**config.mk**
```make
export PLATFORM = sky130hd
export DESIGN_NAME = muldiv_seq
export DESIGN_NICKNAME = d
export VERILOG_FILES = /design/src/rtl/md_pkg.sv /design/src/rtl/md_core.sv /design/src/rtl/muldiv_seq.sv
export SDC_FILE = /design/constraint.sdc
export NUM_CORES = 1
export LEC_CHECK = 0
export CORE_ASPECT_RATIO = 0.7
export CORE_MARGIN = 2
export CORE_UTILIZATION = 59
export CTS_CLUSTER_DIAMETER = 120
export DETAILED_ROUTE_END_ITERATION = 16
export HOLD_SLACK_MARGIN = 0.1
export MAX_ROUTING_LAYER = met4
export PLACE_DENSITY = 0.81
export SYNTH_ARGS = -nofsm -noshare
export SYNTH_HDL_FRONTEND = slang
export SYNTH_SLANG_ARGS = --single-unit
```
**constraint.sdc**
```tcl
create_clock -name clock -period 5.8 [get_ports clock]
set_clock_uncertainty 0.05 [all_clocks]
set_input_delay 1.16 -clock clock [delete_from_list [all_inputs] [get_ports clock]]
set_output_delay 1.16 -clock clock [all_outputs]
set_load 0.02 [all_outputs]
```
**src/rtl/md_pkg.sv**
```systemverilog
// Shared types and funct3 decode helpers for the RV32M multi-cycle multiply/divide sequencer.
package md_pkg;

    typedef enum logic [1:0] {
        IDLE,
        CALC,
        FIX,
        DONE
    } md_state_t;

    localparam logic [2:0] F3_MUL    = 3'b000;
    localparam logic [2:0] F3_MULH   = 3'b001;
    localparam logic [2:0] F3_MULHSU = 3'b010;
    localparam logic [2:0] F3_MULHU  = 3'b011;
    localparam logic [2:0] F3_DIV    = 3'b100;
    localparam logic [2:0] F3_DIVU   = 3'b101;
    localparam logic [2:0] F3_REM    = 3'b110;
    localparam logic [2:0] F3_REMU   = 3'b111;

    function automatic logic is_div(input logic [2:0] f3);
        return f3[2];
    endfunction

    function automatic logic is_signed_a(input logic [2:0] f3);
        return (f3 == F3_MUL) || (f3 == F3_MULH) || (f3 == F3_MULHSU) ||
               (f3 == F3_DIV) || (f3 == F3_REM);
    endfunction

    function automatic logic is_signed_b(input logic [2:0] f3);
        return (f3 == F3_MUL) || (f3 == F3_MULH) || (f3 == F3_DIV) || (f3 == F3_REM);
    endfunction

endpackage

```
**src/rtl/md_core.sv**
```systemverilog
// Iterative datapath: one shared W+1 bit adder/subtractor drives either a shift-add multiply
// or a restoring divide on unsigned magnitudes; hi/lo hold product or remainder/quotient.
module md_core #(
    parameter int W = 32
) (
    input  logic         clock,
    input  logic         reset,
    input  logic         load,
    input  logic         step,
    input  logic         isDiv,
    input  logic [W-1:0] magA,
    input  logic [W-1:0] magB,
    output logic [W-1:0] hi,
    output logic [W-1:0] lo
);

    logic [W-1:0] hi_q, lo_q, b_q;
    logic [W-1:0] hi_d, lo_d;
    logic [W:0]   addX, addY;
    logic [W+1:0] sum;
    logic         noBorrow;

    // Divide subtracts B from the shifted partial remainder; multiply adds B when the multiplier LSB is set.
    always_comb begin
        addX     = isDiv ? {hi_q, lo_q[W-1]} : {1'b0, hi_q};
        addY     = (isDiv || lo_q[0]) ? {1'b0, b_q} : '0;
        sum      = {1'b0, addX} + {1'b0, (isDiv ? ~addY : addY)} + {{(W+1){1'b0}}, isDiv};
        noBorrow = sum[W+1];
        if (isDiv) begin
            hi_d = noBorrow ? sum[W-1:0] : addX[W-1:0];
            lo_d = {lo_q[W-2:0], noBorrow};
        end else begin
            hi_d = sum[W:1];
            lo_d = {sum[0], lo_q[W-1:1]};
        end
    end

    always_ff @(posedge clock or negedge reset) begin
        if (!reset) begin
            hi_q <= '0;
            lo_q <= '0;
            b_q  <= '0;
        end else if (load) begin
            hi_q <= '0;
            lo_q <= magA;
            b_q  <= magB;
        end else if (step) begin
            hi_q <= hi_d;
            lo_q <= lo_d;
        end
    end

    assign hi = hi_q;
    assign lo = lo_q;

endmodule

```
**src/rtl/muldiv_seq.sv**
```systemverilog
// RV32M multi-cycle sequencer: latches operands on start, iterates DWIDTH cycles in md_core,
// sign-corrects in FIX and pulses done with the registered result; stalls the pipeline meanwhile.
module muldiv_seq
    import md_pkg::*;
#(
    parameter int DWIDTH = 32
) (
    input  logic              clock,
    input  logic              reset,
    input  logic              start,
    input  logic [2:0]        funct3,
    input  logic [DWIDTH-1:0] opa,
    input  logic [DWIDTH-1:0] opb,
    output logic              stall,
    output logic              busy,
    output logic              done,
    output logic [DWIDTH-1:0] result
);

    localparam int CW = (DWIDTH > 1) ? $clog2(DWIDTH) : 1;
    localparam logic [DWIDTH-1:0] MIN_NEG = {1'b1, {(DWIDTH-1){1'b0}}};

    md_state_t         state_q;
    logic [2:0]        f3_q;
    logic              signA_q, signB_q;
    logic [CW-1:0]     count_q;
    logic [DWIDTH-1:0] result_q;

    logic                accept, signA, signB, divZero, overflow, stepEn, coreDiv;
    logic [DWIDTH-1:0]   magA, magB, fastRes, fixRes, quotFix, remFix, hi, lo;
    logic [2*DWIDTH-1:0] prodFix;

    // Operand magnitudes and the divide corner cases that bypass iteration entirely.
    always_comb begin
        accept   = start && (state_q == IDLE);
        signA    = is_signed_a(funct3) && opa[DWIDTH-1];
        signB    = is_signed_b(funct3) && opb[DWIDTH-1];
        magA     = signA ? -opa : opa;
        magB     = signB ? -opb : opb;
        divZero  = is_div(funct3) && (opb == '0);
        overflow = is_div(funct3) && is_signed_a(funct3) && (opa == MIN_NEG) && (opb == '1);
        if (divZero) begin
            fastRes = funct3[1] ? opa : '1;
        end else begin
            fastRes = funct3[1] ? '0 : MIN_NEG;
        end
        stepEn  = (state_q == CALC);
        coreDiv = is_div(f3_q);
    end

    md_core #(.W(DWIDTH)) u_core (
        .clock (clock),
        .reset (reset),
        .load  (accept),
        .step  (stepEn),
        .isDiv (coreDiv),
        .magA  (magA),
        .magB  (magB),
        .hi    (hi),
        .lo    (lo)
    );

    always_comb begin
        prodFix = (signA_q ^ signB_q) ? -{hi, lo} : {hi, lo};
        quotFix = (signA_q ^ signB_q) ? -lo : lo;
        remFix  = signA_q ? -hi : hi;
        case (f3_q)
            F3_MUL:                        fixRes = prodFix[DWIDTH-1:0];
            F3_MULH, F3_MULHSU, F3_MULHU: fixRes = prodFix[2*DWIDTH-1:DWIDTH];
            F3_DIV, F3_DIVU:               fixRes = quotFix;
            default:                       fixRes = remFix;
        endcase
    end

    always_ff @(posedge clock or negedge reset) begin
        if (!reset) begin
            state_q  <= IDLE;
            f3_q     <= '0;
            signA_q  <= 1'b0;
            signB_q  <= 1'b0;
            count_q  <= '0;
            result_q <= '0;
        end else begin
            case (state_q)
                IDLE: begin
                    if (start) begin
                        f3_q    <= funct3;
                        signA_q <= signA;
                        signB_q <= signB;
                        if (divZero || overflow) begin
                            result_q <= fastRes;
                            state_q  <= DONE;
                        end else begin
                            count_q <= CW'(DWIDTH - 1);
                            state_q <= CALC;
                        end
                    end
                end
                CALC: begin
                    if (count_q == '0) begin
                        state_q <= FIX;
                    end else begin
                        count_q <= count_q - CW'(1);
                    end
                end
                FIX: begin
                    result_q <= fixRes;
                    state_q  <= DONE;
                end
                DONE:    state_q <= IDLE;
                default: state_q <= IDLE;
            endcase
        end
    end

    // The issuing instruction is held in the same cycle start arrives, before the state changes.
    assign stall  = reset && (accept || (state_q == CALC) || (state_q == FIX));
    assign busy   = (state_q != IDLE);
    assign done   = (state_q == DONE);
    assign result = result_q;

endmodule

```
; Yosys cells after proc, flatten, opt, wreduce, memory -nomap -nowiden
; Cells that the tools add are included.
[totals]
reg_bits = 140
input_bits = 70
out_inout_bits = 35
[classes]
n_addsub = 8
eq_ne = 19
muxes = 30
bitwise_logic = 2
n_reduce_logical = 33
[op_table]
columns = op, count
row1 = 2-to-1 mux 32 bit, 17
row2 = negator 32 bit, 4
row3 = case mux 32 bit (3 select lines), 1
row4 = 2-to-1 mux 33 bit, 2
row5 = "== test 32 bit, second input constant", 2
row6 = 2-to-1 mux 64 bit, 1
row7 = negator 64 bit, 1
row8 = case mux 32 bit (2 select lines), 1
row9 = adder 33 x 33 -> 34 bit, 1
row10 = adder 34 x 1 -> 34 bit, 1
row11 = NOT 33 bit, 1
row12 = logical NOT 32 bit, 1
row13 = 2-to-1 mux 5 bit, 3
row14 = "== test 3 bit, second input constant", 4
row15 = logical OR 1 bit, 10
row16 = case mux 5 bit (2 select lines), 1
row17 = "== test 3 x 2 -> 1 bit, second input constant", 3
row18 = logical AND 1 bit, 8
row19 = case mux 2 bit (4 select lines), 1
row20 = nonzero test 2 bit, 4
row21 = "== test 3 x 1 -> 1 bit, second input constant", 2
row22 = logical NOT 3 bit, 2
row23 = 2-to-1 mux 2 bit, 3
row24 = "inequality test 2 bit, second input constant", 3
row25 = 12 further kinds, 15

; Logic depth before layout (Yosys ltp)
[depth]
word_depth = 12
depth_mapped = 18

; By module
; A second synthesis with hierarchy kept.
[hier_totals]
cells_unflattened = 1837
area_unflattened_um2 = 14209.9
[by_module_without_submodules]
columns = mod, n_inst, cells_per_inst, area_per_inst_um2
row1 = md_core, 1, 871, 7417.1
row2 = muldiv_seq, 1, 966, 6792.8

; Worst setup path after synthesis
; Ideal clock, no wire load.
[synth_path]
path_type = register -> register
start = reg f3_q[2]
end = reg u_core.hi_q[30] (netlist: u_core.hi[30])
t_arrival_ns = 4.241
required_time_ns = 5.614
setup_slack_ns = 1.373
stages_incl_launch_ff = 16
period_less_slack_ns = 4.427
path_cell_list = dfrtp_1 clkbuf_1 buf_1 buf_1 mux2_2 ha_1 buf_2 nand4_1 or3_1 or2_0 o221a_2 o31ai_2 a21oi_1 clkbuf_1 a2111oi_0 o21ai_0
[synth_via]
elab_chain_len = 10
elab_cells_between_ends = 11
classes_between = add/sub (2) / mux (7) / bitwise (1) / reduce/logical (1)
[synth_lines]
columns = element, line_no
row1 = from (decl), muldiv_seq.sv:24  ; logic [2:0] f3_q;
row2 = from (signal assigned), muldiv_seq.sv:87  ; f3_q <= funct3;
row3 = logical OR 1 bit, md_core.sv:26  ; addY = (isDiv || lo_q[0]) ? {1'b0, b_q} : '0;
row4 = 2-to-1 mux 32 bit, md_core.sv:26
row5 = NOT 33 bit, md_core.sv:27  ; sum = {1'b0, addX} + {1'b0, (isDiv ? ~addY : addY)} + {{(W+1){1'b0}}, isDiv};
row6 = 2-to-1 mux 33 bit, md_core.sv:27
row7 = adder 33 x 33 -> 34 bit, md_core.sv:27
row8 = adder 34 x 1 -> 34 bit, md_core.sv:27
row9 = 2-to-1 mux 32 bit, md_core.sv:30  ; hi_d = noBorrow ? sum[W-1:0] : addX[W-1:0];
row10 = 2-to-1 mux 32 bit *, md_core.sv:29  ; if (isDiv) begin
row11 = 2-to-1 mux 32 bit *, md_core.sv:47  ; end else if (step) begin
row12 = 2-to-1 mux 32 bit *, md_core.sv:43  ; end else if (load) begin
row13 = to (signal assigned), md_core.sv:48  ; hi_q <= hi_d;
row14 = to (decl), md_core.sv:17  ; logic [W-1:0] hi_q, lo_q, b_q;
; Every way passes the cells marked *; elsewhere a longest branch is shown, timed or not. The select of a mux whose other input is x is not followed.
; A chain may end at the register's enable or synchronous reset.

; Worst setup path after layout
[layout_path]
start = reg f3_q[2]
end = reg u_core.hi_q[14] (netlist: u_core.hi[14])
; The elaborated chain is that of the path after synthesis.

==> run_results.csv <==
group,metric,value,unit
outcome,status,"finished, final reports clean",
synthesis,netlist_instances,1803,
route,dr.pass1.iters,6,
synthesis,synth_edf_count,0,
worst_setup_path,worstPathRequired,6110,ps
worst_setup_path,r2r_end,"u_core.hi[14]$_DFFE_PN0P_",
timing,rsz0062_at_grt,"no",
cells_and_area,layout-drive-gt1-share,7.10,%
die,rows,46,
worst_setup_path,r2r-start,"f3_q[2]$_DFFE_PN0P_",
cells_and_area,area_growth_syn_to_layout,13.1,%
clock_network,cts-root-buf,"clkbuf_16",
placed_design,hpwl,35300,um
power,p_switching,5660,uW
power,p_comb_share,66.0,%
route,wl_per_cell,22.9,um
timing,setup_slack,764,ps
die,initial_core_util,59.7,%
timing,slew_violations,0,
die,pin_count,105,
clock_network,clk_latency,450,ps
worst_setup_path,critPathCaptureType,"register",
grt,antenna_found_initial,1,
worst_setup_path,cp-start-kind,"register",
synthesis,yosysMostFrequentCell,"nand2_1",
placed_design,place_congestion,1.04,
die,fp.dieArea,24000,um2
power,p_total,10500,uW
synthesis,ys_seq_area_share,26.1,%
synthesis,synth_area,13400,um2
timing,fmax,199,MHz
placed_design,post-place-ws,862,ps
route,drc,0,
route,wl,48200,um
cells_and_area,nNetsFinal,1918,
synthesis,synth_area_leader_cell,"dfrtp_1",
grt,grt_max_degree,72,
power,p_int,4870,uW
power,netSwitchingFraction,53.7,%
min_path,hold_path.class,"reg -> reg",
die,fp.coreArea,22400,um2
power,clock_power_share,12.2,%
worst_setup_path,worst-path-max-fanout,52,
synthesis,ys.flop_type,"dfrtp_1",
route,vias,14600,
worst_setup_path,rr_worst_depth,12,
synthesis,synthArstFlopShare,100,%
synthesis,syn_area_per_cell,7.43,um2
timing,setup_viol_count_final,0,
timing,whs,433,ps
timing,tns,0,ps
cells_and_area,stdcell_count,2107,
clock_network,cts_made_buffers,17,
placed_design,place_inst,2074,
worst_setup_path,cp_data_arrival_time,5340,ps
min_path,holdPathStages,2,
power,ir_drop,598,uV
clock_network,htree_levels,4,
clock_network,cts.sinks,140,
clock_network,post_cts_buffers,0,
power,seqPwrFrac,21.8,%
timing,period_needed,5040,ps
synthesis,yosys_warnings,0,
die,die_h,130,um
synthesis,ys_types,76,
synthesis,yosys-top-cells-area,"dfrtp_1 (26%), o21ai_0 (9.1%), nand2_1 (7.3%)",
worst_setup_path,r2r_slack,760,ps
clock_network,path_clk_slew,70,ps
die,chipWidth,184,um
grt,grt_pass1_vias,13000,
grt,grt_pass1_wl,74700,um
run,max_cap_violations,0,
clock_network,cts.repair.resized,0,
clock_network,cts_tree,"built",
cells_and_area,n_fill_cell,1864,
route,drt_iter0_markers,2348,
clock_network,hold_buffers,0,
synthesis,synth_top_area_share,26.1,%
synthesis,synth_commonest_cells,"nand2_1 (259), o21ai_0 (245), dfrtp_1 (140)",
synthesis,ys_ff_latch,140,
cells_and_area,multi_input_area,9230,um2
grt,track_usage,41.7,%
power,p_per_area,694,nW/um2
timing,max_slew_margin,22.4,%
route,ant_nets,0,
min_path,min-delay-start,"result[22]$_DFFE_PN0P_",
route,vias_per_cell,6.91,
synthesis,synth_nets,1916,
cells_and_area,seq_area,3510,um2
worst_setup_path,path_class,"reg -> reg",
clock_network,cts_buffer_depth,2,
timing,hold_viol,0,
grt,grt-ovfl-total,0,
power,leakage,0.00581,uW
min_path,hold_end,"result[22]$_DFFE_PN0P_",
timing,worstMarginPinSlew,1160,ps
placed_design,io_buffers,104,
timing,min_period_over_period,86.8,%
[area by class of cell]
| type | instances | share of cell area, % |
|---|---|---|
| flip-flops and latches | 140 | 23.1 |
| repair buffers | 132 | 8.26 |
| inverters | 37 | 0.916 |
| multi-input cells | 1477 | 60.9 |
| clock inverters | 13 | 1.58 |
| well taps | 288 | 2.38 |
| diodes | 1 | 0.0165 |
| clock buffers | 19 | 2.86 |
[worst max-delay path, stage by stage (launching register included)]
cell	delay [ps]
dfrtp_4	800
buf_4	620
o21ai_0	310
ha_1	370
nand4_1	120
a211oi_1	420
nor2_1	140
o221a_2	360
o31ai_2	530
a211o_1	510
buf_4	330
o221ai_1	130
o21ai_0	210
[stage by stage]
| stage | cell area [um2] | utilization (%) |
|---|---|---|
| 5_1_grt | 15200 | 67.5 |
| 3_5_place_dp | 14500 | 64.5 |
| 4_1_cts | 15200 | 67.5 |
| 6_report | 15200 | 67.5 |
| 2_1_floorplan | 13400 | - |
| 3_3_place_gp | 14500 | 64.5 |
[cells in the final DEF, fill, tap and decap left out, drive strengths merged, types with 12 or more instances in the layout]
master,netlist,routed
o211ai,44,44
nand4,29,29
clkbuf,124,19
o31ai,34,34
inv,37,38
or2,12,12
or3,20,20
a21o,14,14
ha,42,42
nand2,259,259
nor4,25,25
nand3,25,25
clkdlybuf4s50,0,103
o221ai,27,27
a21oi,102,102
buf,25,29
mux2i,36,36
nor3,42,42
or4,15,15
dfrtp,140,140
o21ai,251,251
a31oi,26,26
xnor2,66,66
mux2,33,33
o22ai,25,25
o41ai,17,17
xor2,91,91
nor2,129,129
[how the worst max path moves through the flow]
stage / cells after the start / startpoint / endpoint
2_1_floorplan: 15 / f3_q[2]$_DFFE_PN0P_ / u_core.hi[30]$_DFFE_PN0P_
3_3_place_gp: 12 / f3_q[2]$_DFFE_PN0P_ / u_core.hi[5]$_DFFE_PN0P_
3_5_place_dp: 9 / opa[20] / result[28]$_DFFE_PN0P_
4_1_cts: 12 / f3_q[2]$_DFFE_PN0P_ / u_core.hi[14]$_DFFE_PN0P_
5_1_grt: 12 / f3_q[2]$_DFFE_PN0P_ / u_core.hi[16]$_DFFE_PN0P_
6_report: 12 / f3_q[2]$_DFFE_PN0P_ / u_core.hi[14]$_DFFE_PN0P_
[power groups by stage]
stage	clock [uW]	combinational (uW)	sequential [uW]
after floorplan	0	5060	1860
after global placement	0	6590	2230
after detailed placement	0	6650	2250
after CTS	1290	6720	2240
after global routing	1330	7540	2340
final	1290	6940	2290
[state kept, by name, summed over array words and instances (netlist names)]
register,cells
u_core.hi,32
f3_q,3
result,32
state_q,2
count_q,5
u_core.b_q,32
signB_q,1
signA_q,1
u_core.lo,32
[kinds of logic after synthesis]
kind of cell             synth area share [%]
AND/OR/NAND/NOR                          21.0
AO/OA/AOI/OAI                            27.8
buffers and inverters                    5.32
XOR/XNOR                                 10.3
flip-flops                               26.1
multiplexers                             5.46
adder cells (fa/ha/maj)                  4.07
[layer usage]
metal,share of wire [%],global-route usage (%)
met4,1.4,9.13
met1,43,59.5
met5,0,-
met2,40,55.6
met3,15,15.5
(Power assumes the default switching activity.)
